`src/rtl/srrc_tx_sequencer_pkg.sv`:
```
// -----------------------------------------------------------------------------
// srrc_tx_sequencer_pkg
// Shared constants for the SRRC transmit sequencer and its clock-enable
// divider: 4-ASK symbol codes, sequencer state encoding and default rates.
// No ports (package).
// -----------------------------------------------------------------------------
package srrc_tx_sequencer_pkg;

    localparam int SYM_W = 18;

    // 4-ASK levels in s0.17: +0.75, +0.25, -0.25, -0.75
    localparam logic [SYM_W-1:0] SYMBOL_P2 = 18'h18000;
    localparam logic [SYM_W-1:0] SYMBOL_P1 = 18'h08000;
    localparam logic [SYM_W-1:0] SYMBOL_N1 = 18'h38000;
    localparam logic [SYM_W-1:0] SYMBOL_N2 = 18'h28000;

    typedef enum logic [1:0] {
        TXSEQ_IDLE  = 2'd0,
        TXSEQ_RUN   = 2'd1,
        TXSEQ_FLUSH = 2'd2
    } txseq_state_e;

    localparam int CLKS_PER_SAM_DEF = 4;
    localparam int SAMS_PER_SYM_DEF = 4;
    localparam int SRRC_TX_TAPS     = 115;

endpackage

```
`src/rtl/srrc_tx_sequencer_clk_en_gen.sv`:
```
// -----------------------------------------------------------------------------
// clk_en_gen
// Divides the system clock into a one-clk sample strobe and a one-clk symbol
// strobe (coincident with the last sample strobe of each symbol). Shared with
// the receive side, which also consumes the sample phase.
//   clk          : system clock
//   i_rst_n      : asynchronous active-low reset
//   o_sam_clk_en : sample strobe, every CLKS_PER_SAM clocks
//   o_sym_clk_en : symbol strobe, every CLKS_PER_SAM*SAMS_PER_SYM clocks
//   o_sam_phase  : index of the current sample within the symbol
// -----------------------------------------------------------------------------
module clk_en_gen #(
    parameter  int CLKS_PER_SAM = 4,
    parameter  int SAMS_PER_SYM = 4,
    localparam int CW = $clog2(CLKS_PER_SAM),
    localparam int PW = $clog2(SAMS_PER_SYM)
) (
    input  logic          clk,
    input  logic          i_rst_n,
    output logic          o_sam_clk_en,
    output logic          o_sym_clk_en,
    output logic [PW-1:0] o_sam_phase
);

    localparam logic [CW-1:0] CNT_LAST = CW'(CLKS_PER_SAM - 1);
    localparam logic [PW-1:0] PH_LAST  = PW'(SAMS_PER_SYM - 1);

    logic [CW-1:0] r_clk_cnt;
    logic [PW-1:0] r_sam_phase;
    logic          r_sam_clk_en;
    logic          w_cnt_last;

    assign w_cnt_last = (r_clk_cnt == CNT_LAST);

    // The strobe is a registered decode of the last count, so the first
    // pulse lands CLKS_PER_SAM clocks after reset release. The phase moves
    // after each strobe, so during a strobe it names that strobe's slot.
    always_ff @(posedge clk or negedge i_rst_n) begin
        if (!i_rst_n) begin
            r_clk_cnt    <= '0;
            r_sam_clk_en <= 1'b0;
            r_sam_phase  <= '0;
        end else begin
            r_clk_cnt    <= w_cnt_last ? '0 : r_clk_cnt + CW'(1);
            r_sam_clk_en <= w_cnt_last;
            if (r_sam_clk_en)
                r_sam_phase <= (r_sam_phase == PH_LAST) ? '0 : r_sam_phase + PW'(1);
        end
    end

    assign o_sam_clk_en = r_sam_clk_en;
    assign o_sym_clk_en = r_sam_clk_en && (r_sam_phase == PH_LAST);
    assign o_sam_phase  = r_sam_phase;

endmodule

```
`src/rtl/srrc_tx_sequencer.sv`:
```
// -----------------------------------------------------------------------------
// srrc_tx_sequencer
// Drives the SRRC transmit filter: generates its sample/symbol strobes, pulls
// 4-ASK symbols over valid/ready, zero-stuffs them to the sample rate and
// flushes the filter with zeros before going idle.
//   clk, reset         : system clock, asynchronous active-low reset
//   enable             : level request to transmit
//   sym_in/sym_valid   : symbol source (held until transfer)
//   sym_ready          : symbol consumed this cycle
//   sam_clk_en         : one-clk sample strobe to filter
//   sym_clk_en         : one-clk symbol strobe to filter
//   flt_in             : zero-stuffed symbol stream to filter
//   busy               : RUN or FLUSH
//   underrun           : one-clk pulse, symbol slot starved in RUN
//   underrun_cnt       : saturating underrun count
// -----------------------------------------------------------------------------
module srrc_tx_sequencer
    import srrc_tx_sequencer_pkg::*;
#(
    parameter int CLKS_PER_SAM = CLKS_PER_SAM_DEF,
    parameter int SAMS_PER_SYM = SAMS_PER_SYM_DEF,
    parameter int FLT_TAPS     = SRRC_TX_TAPS,
    parameter int UCNT_W       = 16
) (
    input  logic              clk,
    input  logic              reset,
    input  logic              enable,
    input  logic [SYM_W-1:0]  sym_in,
    input  logic              sym_valid,
    output logic              sym_ready,
    output logic              sam_clk_en,
    output logic              sym_clk_en,
    output logic [SYM_W-1:0]  flt_in,
    output logic              busy,
    output logic              underrun,
    output logic [UCNT_W-1:0] underrun_cnt
);

    // Zeros must cover the delay line plus the adder and output registers.
    localparam int FLUSH_THR = FLT_TAPS + 2;
    localparam int FW        = $clog2(FLUSH_THR + 1);
    localparam int PW        = $clog2(SAMS_PER_SYM);

    txseq_state_e      r_state, w_next;
    logic [FW-1:0]     r_flush_cnt;
    logic [SYM_W-1:0]  r_flt_in;
    logic              r_busy;
    logic              r_underrun;
    logic [UCNT_W-1:0] r_ucnt;

    logic              w_sam, w_sym, w_ready, w_xfer, w_underrun, w_flush_done;
    logic [PW-1:0]     w_unused_sam_phase;  // only the receive side needs it

    clk_en_gen #(
        .CLKS_PER_SAM (CLKS_PER_SAM),
        .SAMS_PER_SYM (SAMS_PER_SYM)
    ) u_clk_en_gen (
        .clk          (clk),
        .i_rst_n      (reset),
        .o_sam_clk_en (w_sam),
        .o_sym_clk_en (w_sym),
        .o_sam_phase  (w_unused_sam_phase)
    );

    assign w_ready      = w_sym && (r_state == TXSEQ_RUN);
    assign w_xfer       = w_ready && sym_valid;
    assign w_underrun   = w_ready && !sym_valid;
    assign w_flush_done = (r_flush_cnt >= FW'(FLUSH_THR));

    // Transitions only at symbol boundaries keep every symbol on phase 0.
    always_comb begin
        w_next = r_state;
        if (w_sym) begin
            case (r_state)
                TXSEQ_IDLE:  if (enable) w_next = TXSEQ_RUN;
                TXSEQ_RUN:   if (!enable) w_next = TXSEQ_FLUSH;
                TXSEQ_FLUSH: begin
                    if (enable)
                        w_next = TXSEQ_RUN;
                    else if (w_flush_done)
                        w_next = TXSEQ_IDLE;
                end
                default:     w_next = TXSEQ_IDLE;
            endcase
        end
    end

    always_ff @(posedge clk or negedge reset) begin
        if (!reset) begin
            r_state     <= TXSEQ_IDLE;
            r_flush_cnt <= '0;
            r_flt_in    <= '0;
            r_busy      <= 1'b0;
            r_underrun  <= 1'b0;
            r_ucnt      <= '0;
        end else begin
            r_state    <= w_next;
            r_busy     <= (w_next != TXSEQ_IDLE);
            r_underrun <= w_underrun;
            if (w_underrun && (r_ucnt != '1))
                r_ucnt <= r_ucnt + UCNT_W'(1);
            // Counts sample strobes spent in FLUSH; any other state clears it,
            // so a FLUSH->RUN->FLUSH sequence restarts the drain.
            if (r_state != TXSEQ_FLUSH)
                r_flush_cnt <= '0;
            else if (w_sam && !w_flush_done)
                r_flush_cnt <= r_flush_cnt + FW'(1);
            // Symbol on its boundary strobe, zeros on the other strobes.
            if (w_sam)
                r_flt_in <= w_xfer ? sym_in : '0;
        end
    end

    assign sym_ready    = w_ready;
    assign sam_clk_en   = w_sam;
    assign sym_clk_en   = w_sym;
    assign flt_in       = r_flt_in;
    assign busy         = r_busy;
    assign underrun     = r_underrun;
    assign underrun_cnt = r_ucnt;

endmodule

```
`config.mk`:
```
export PLATFORM = sky130hd
export DESIGN_NAME = srrc_tx_sequencer
export DESIGN_NICKNAME = d
export VERILOG_FILES = /design/src/rtl/srrc_tx_sequencer_pkg.sv /design/src/rtl/srrc_tx_sequencer_clk_en_gen.sv /design/src/rtl/srrc_tx_sequencer.sv
export SDC_FILE = /design/constraint.sdc
export NUM_CORES = 1
export LEC_CHECK = 0
export CAP_MARGIN = 0
export CORE_MARGIN = 8
export CORE_UTILIZATION = 43
export DETAILED_ROUTE_END_ITERATION = 8
export PLACE_DENSITY = 0.76
export SLEW_MARGIN = 20
export SYNTH_ARGS = -nofsm -noshare
export SYNTH_HDL_FRONTEND = slang
export SYNTH_HIERARCHICAL = 1
export SYNTH_SLANG_ARGS = --single-unit
```
`constraint.sdc`:
```
create_clock -name clk -period 1.71 [get_ports clk]
set_input_delay 0.2565 -clock clk [delete_from_list [all_inputs] [get_ports clk]]
set_output_delay 0.2565 -clock clk [all_outputs]
set_load 0.03 [all_outputs]
```
==> qor.txt <==
Slew Limit Headroom: 72.3%
Antenna viol nets, final: 0
Rows: 26
Syn-to-layout area delta: 44.8%
Gate power share: 9.3%
CP arrival: 1.91 ns
Int Pwr: 0.00175 W
Die area: 7650 um2
Ys Warns: 6
Worst VDD drop: 0.000568 V
CTS tree: done
Max FO, Critical Path: 7
CP Class: reg2reg
Sequential element share of the synthesized area: 56.9%
Startpoint types: register
Synth unique cells: 41
Placed wire-length estimate: 3850 um
R2R Setup Slk: 0.03 ns
Largest family of logic cells by synthesized area: simple AND/OR/NAND/NOR gates
Dpl cells: 317
Fmax: 0.596 GHz
EDFF count, synth: 0
Nets: 284
Tmin final: 1.68 ns
RePlAce Congestion: 0.845
Initial core utilization: 43.9%
Cell Area, Synth: 2200 um2
Commonest non-fill, non-tap cell in the layout: dfrtp_1
Clock tree buffer depth: 2
Pre-CTS WS: -0.168 ns
Root Driver: clkbuf_8
Largest net degree at the start of global routing: 36
Unrepaired setup endpoints after global routing: yes
Reg-to-Reg Start: u_clk_en_gen/o_sam_phase[1]
Power share of the clock group: 36.8%
Leakage: 1.53 nW
Psw: 0.000520 W
Worst setup EP type: register
Finished Layout Cells: 328
TritonRoute pass-1 iters: 4
Post-synthesis area per instance: 12.1 um2
GRT Total Usage: 13.7%
Synth Register Bits: 50
Final setup violating endpoints: 0
Sw Ratio: 22.9%
First-pass GRT wire length: 8270 um
Initial DRC count: 67
Most frequent cells in the layout: 45 x dfrtp_1, 42 x clkdlybuf4s50_1, 18 x a22o_1, 12 x nor2_1
Initial antenna violation count: 0
Inserted Diodes: 0
Die X: 87.5 um
Ports: 61
Synth Area in Adders: 2.85%
Seq pwr share: 53.9%
Mux cell area share after synthesis: 3.02%
Worst EP required: 1.94 ns
Vias post-DR: 1697
Worst hold path type: in2async
Status: complete, no violations
Post-Synthesis Cells: 181
Synth Area in Compound Gates: 11.3%
Slew Limit Fails: 0
CORE AREA: 5010 um2
Height of the chip: 87.5 um
PortBufs: 60
Cell Pwr Density: 714 nW/um2
Worst setup path start: u_clk_en_gen/o_sam_phase[1]
Wirelength per Cell: 15.6 um
CP Capture Point: underrun_cnt[9]
Max_cap viols: 0
GRT overflow: 0
Post-synthesis xor/xnor area fraction: 6.78%
Final Routed Wirelength: 5130 um
CTS buffer count: 5
Share of post-route cells with drive strength above 1: 19.8%
R2R Path End: underrun_cnt[9]
Clk sink count: 50
Post-synth ARST share: 100%
Setup TNS: 0 ns
Worst-path clk slew: 0.09 ns
Fin util: 63.5%
Main flop type after synthesis: dfrtp_1
Worst R2R Path Depth: 6
Post-Synth Simple-Gate Area: 17.1%
Vias per cell: 5.17
Max Clock Skew: 0.00333 ns
Vias in the first global route: 1743
Syn Nets: 208
Final Hold Fails: 0
H-tree depth: 2
Drt drc: 0
Clk_lat worst skew: 0.30 ns
PnR worst setup slack: 0.0321 ns
Total Power: 0.00227 W
Final worst-path cycle share: 98.1%
Worst-margin pin slew: 0.414 ns
[power groups by stage]
stage	Sequential, W	Clock, W	Combinational, W
2_1_floorplan	0.00129	0	0.0000300
3_3_place_gp	0.00125	0	0.000211
3_5_place_dp	0.00125	0	0.000214
4_1_cts	0.00122	0.000864	0.000215
5_1_grt	0.00123	0.000900	0.000229
6_report	0.00122	0.000836	0.000212
[worst min-delay path by stage]
stage,start,endpoint,slack [ns],cells after the start
5_1_grt,reset,underrun_cnt[4],0.45,2
3_5_place_dp,reset,underrun_cnt[2],0.21,1
4_1_cts,reset,r_state[0],0.41,2
6_report,reset,underrun_cnt[2],0.41,2
2_1_floorplan,reset,busy,-0.04,0
3_3_place_gp,reset,underrun_cnt[2],0.20,1
[cells in the mapped netlist, types with 2 or more instances]
cell type | number | area share, %
a22o_1 | 18 | 7.2
and2_1 | 3 | 0.85
and3_1 | 6 | 1.7
buf_2 | 2 | 0.46
dfrtp_1 | 50 | 57
ha_1 | 5 | 2.8
inv_1 | 5 | 0.85
mux2_2 | 4 | 2.0
nand2_1 | 10 | 1.7
nand3_1 | 7 | 1.6
nand4_1 | 9 | 2.6
nor2_1 | 12 | 2.0
nor3_1 | 3 | 0.68
nor4b_1 | 3 | 1.2
o21ai_0 | 3 | 0.68
xnor2_1 | 6 | 2.4
xor2_1 | 11 | 4.4
[through the flow]
stage / instance area [um2] / hold WS [ns]
4_1_cts: 3120 / 0.415
6_report: 3180 / 0.406
5_1_grt: 3180 / 0.452
2_1_floorplan: 2250 / -0.0391
3_3_place_gp: 2990 / 0.203
3_5_place_dp: 2990 / 0.210
[metal layers]
layer	track usage, %	routed length, um
met1	16.3	2210
met2	23.3	2490
met3	4.72	390
met4	2.81	39
met5	0	0
[cell type report]
type                       count  area [um2]
clock buffer                   5        68.8
sequential                    50        1260
timing repair buffer          73         708
inverter                       6        25.0
tap                           70        87.6
multi-input combinational    121         990
clock inverter                 3        43.8
fill                         427        1830
[timing repair]
action,4_1_cts,5_1_grt
hold endpoints to repair,15,0
endpoints found under the setup margin,32,19
buffers inserted,0,2
resized for setup,16,14
pin swaps,0,4
hold buffers,1,0
[cell families (layout without fill, tap and decap cells)]
group / count (synthesis) / in the layout
multiplexers: 6 / 6
flip-flops: 50 / 50
AO/OA/AOI/OAI: 31 / 31
XOR/XNOR: 17 / 17
AND/OR/NAND/NOR: 62 / 62
adder cells (fa/ha/maj): 5 / 5
buffers and inverters: 10 / 87
[sequential cells by signal, indices dropped and copies added, names as in the netlist]
signal	flops
busy	1
flt_in	18
r_flush_cnt	7
r_state	2
u_clk_en_gen/o_sam_clk_en	1
u_clk_en_gen/o_sam_phase	2
u_clk_en_gen/r_clk_cnt	2
underrun	1
underrun_cnt	16
[worst max-delay path, cell delays in order (launching register included)]
cell,delay [ns]
dfrtp_1,0.36
ha_2,0.18
and2_4,0.17
and4bb_2,0.27
and3_4,0.24
nor4b_4,0.21
xor2_1,0.17
Note: power is estimated with default switching activity, not from simulation.
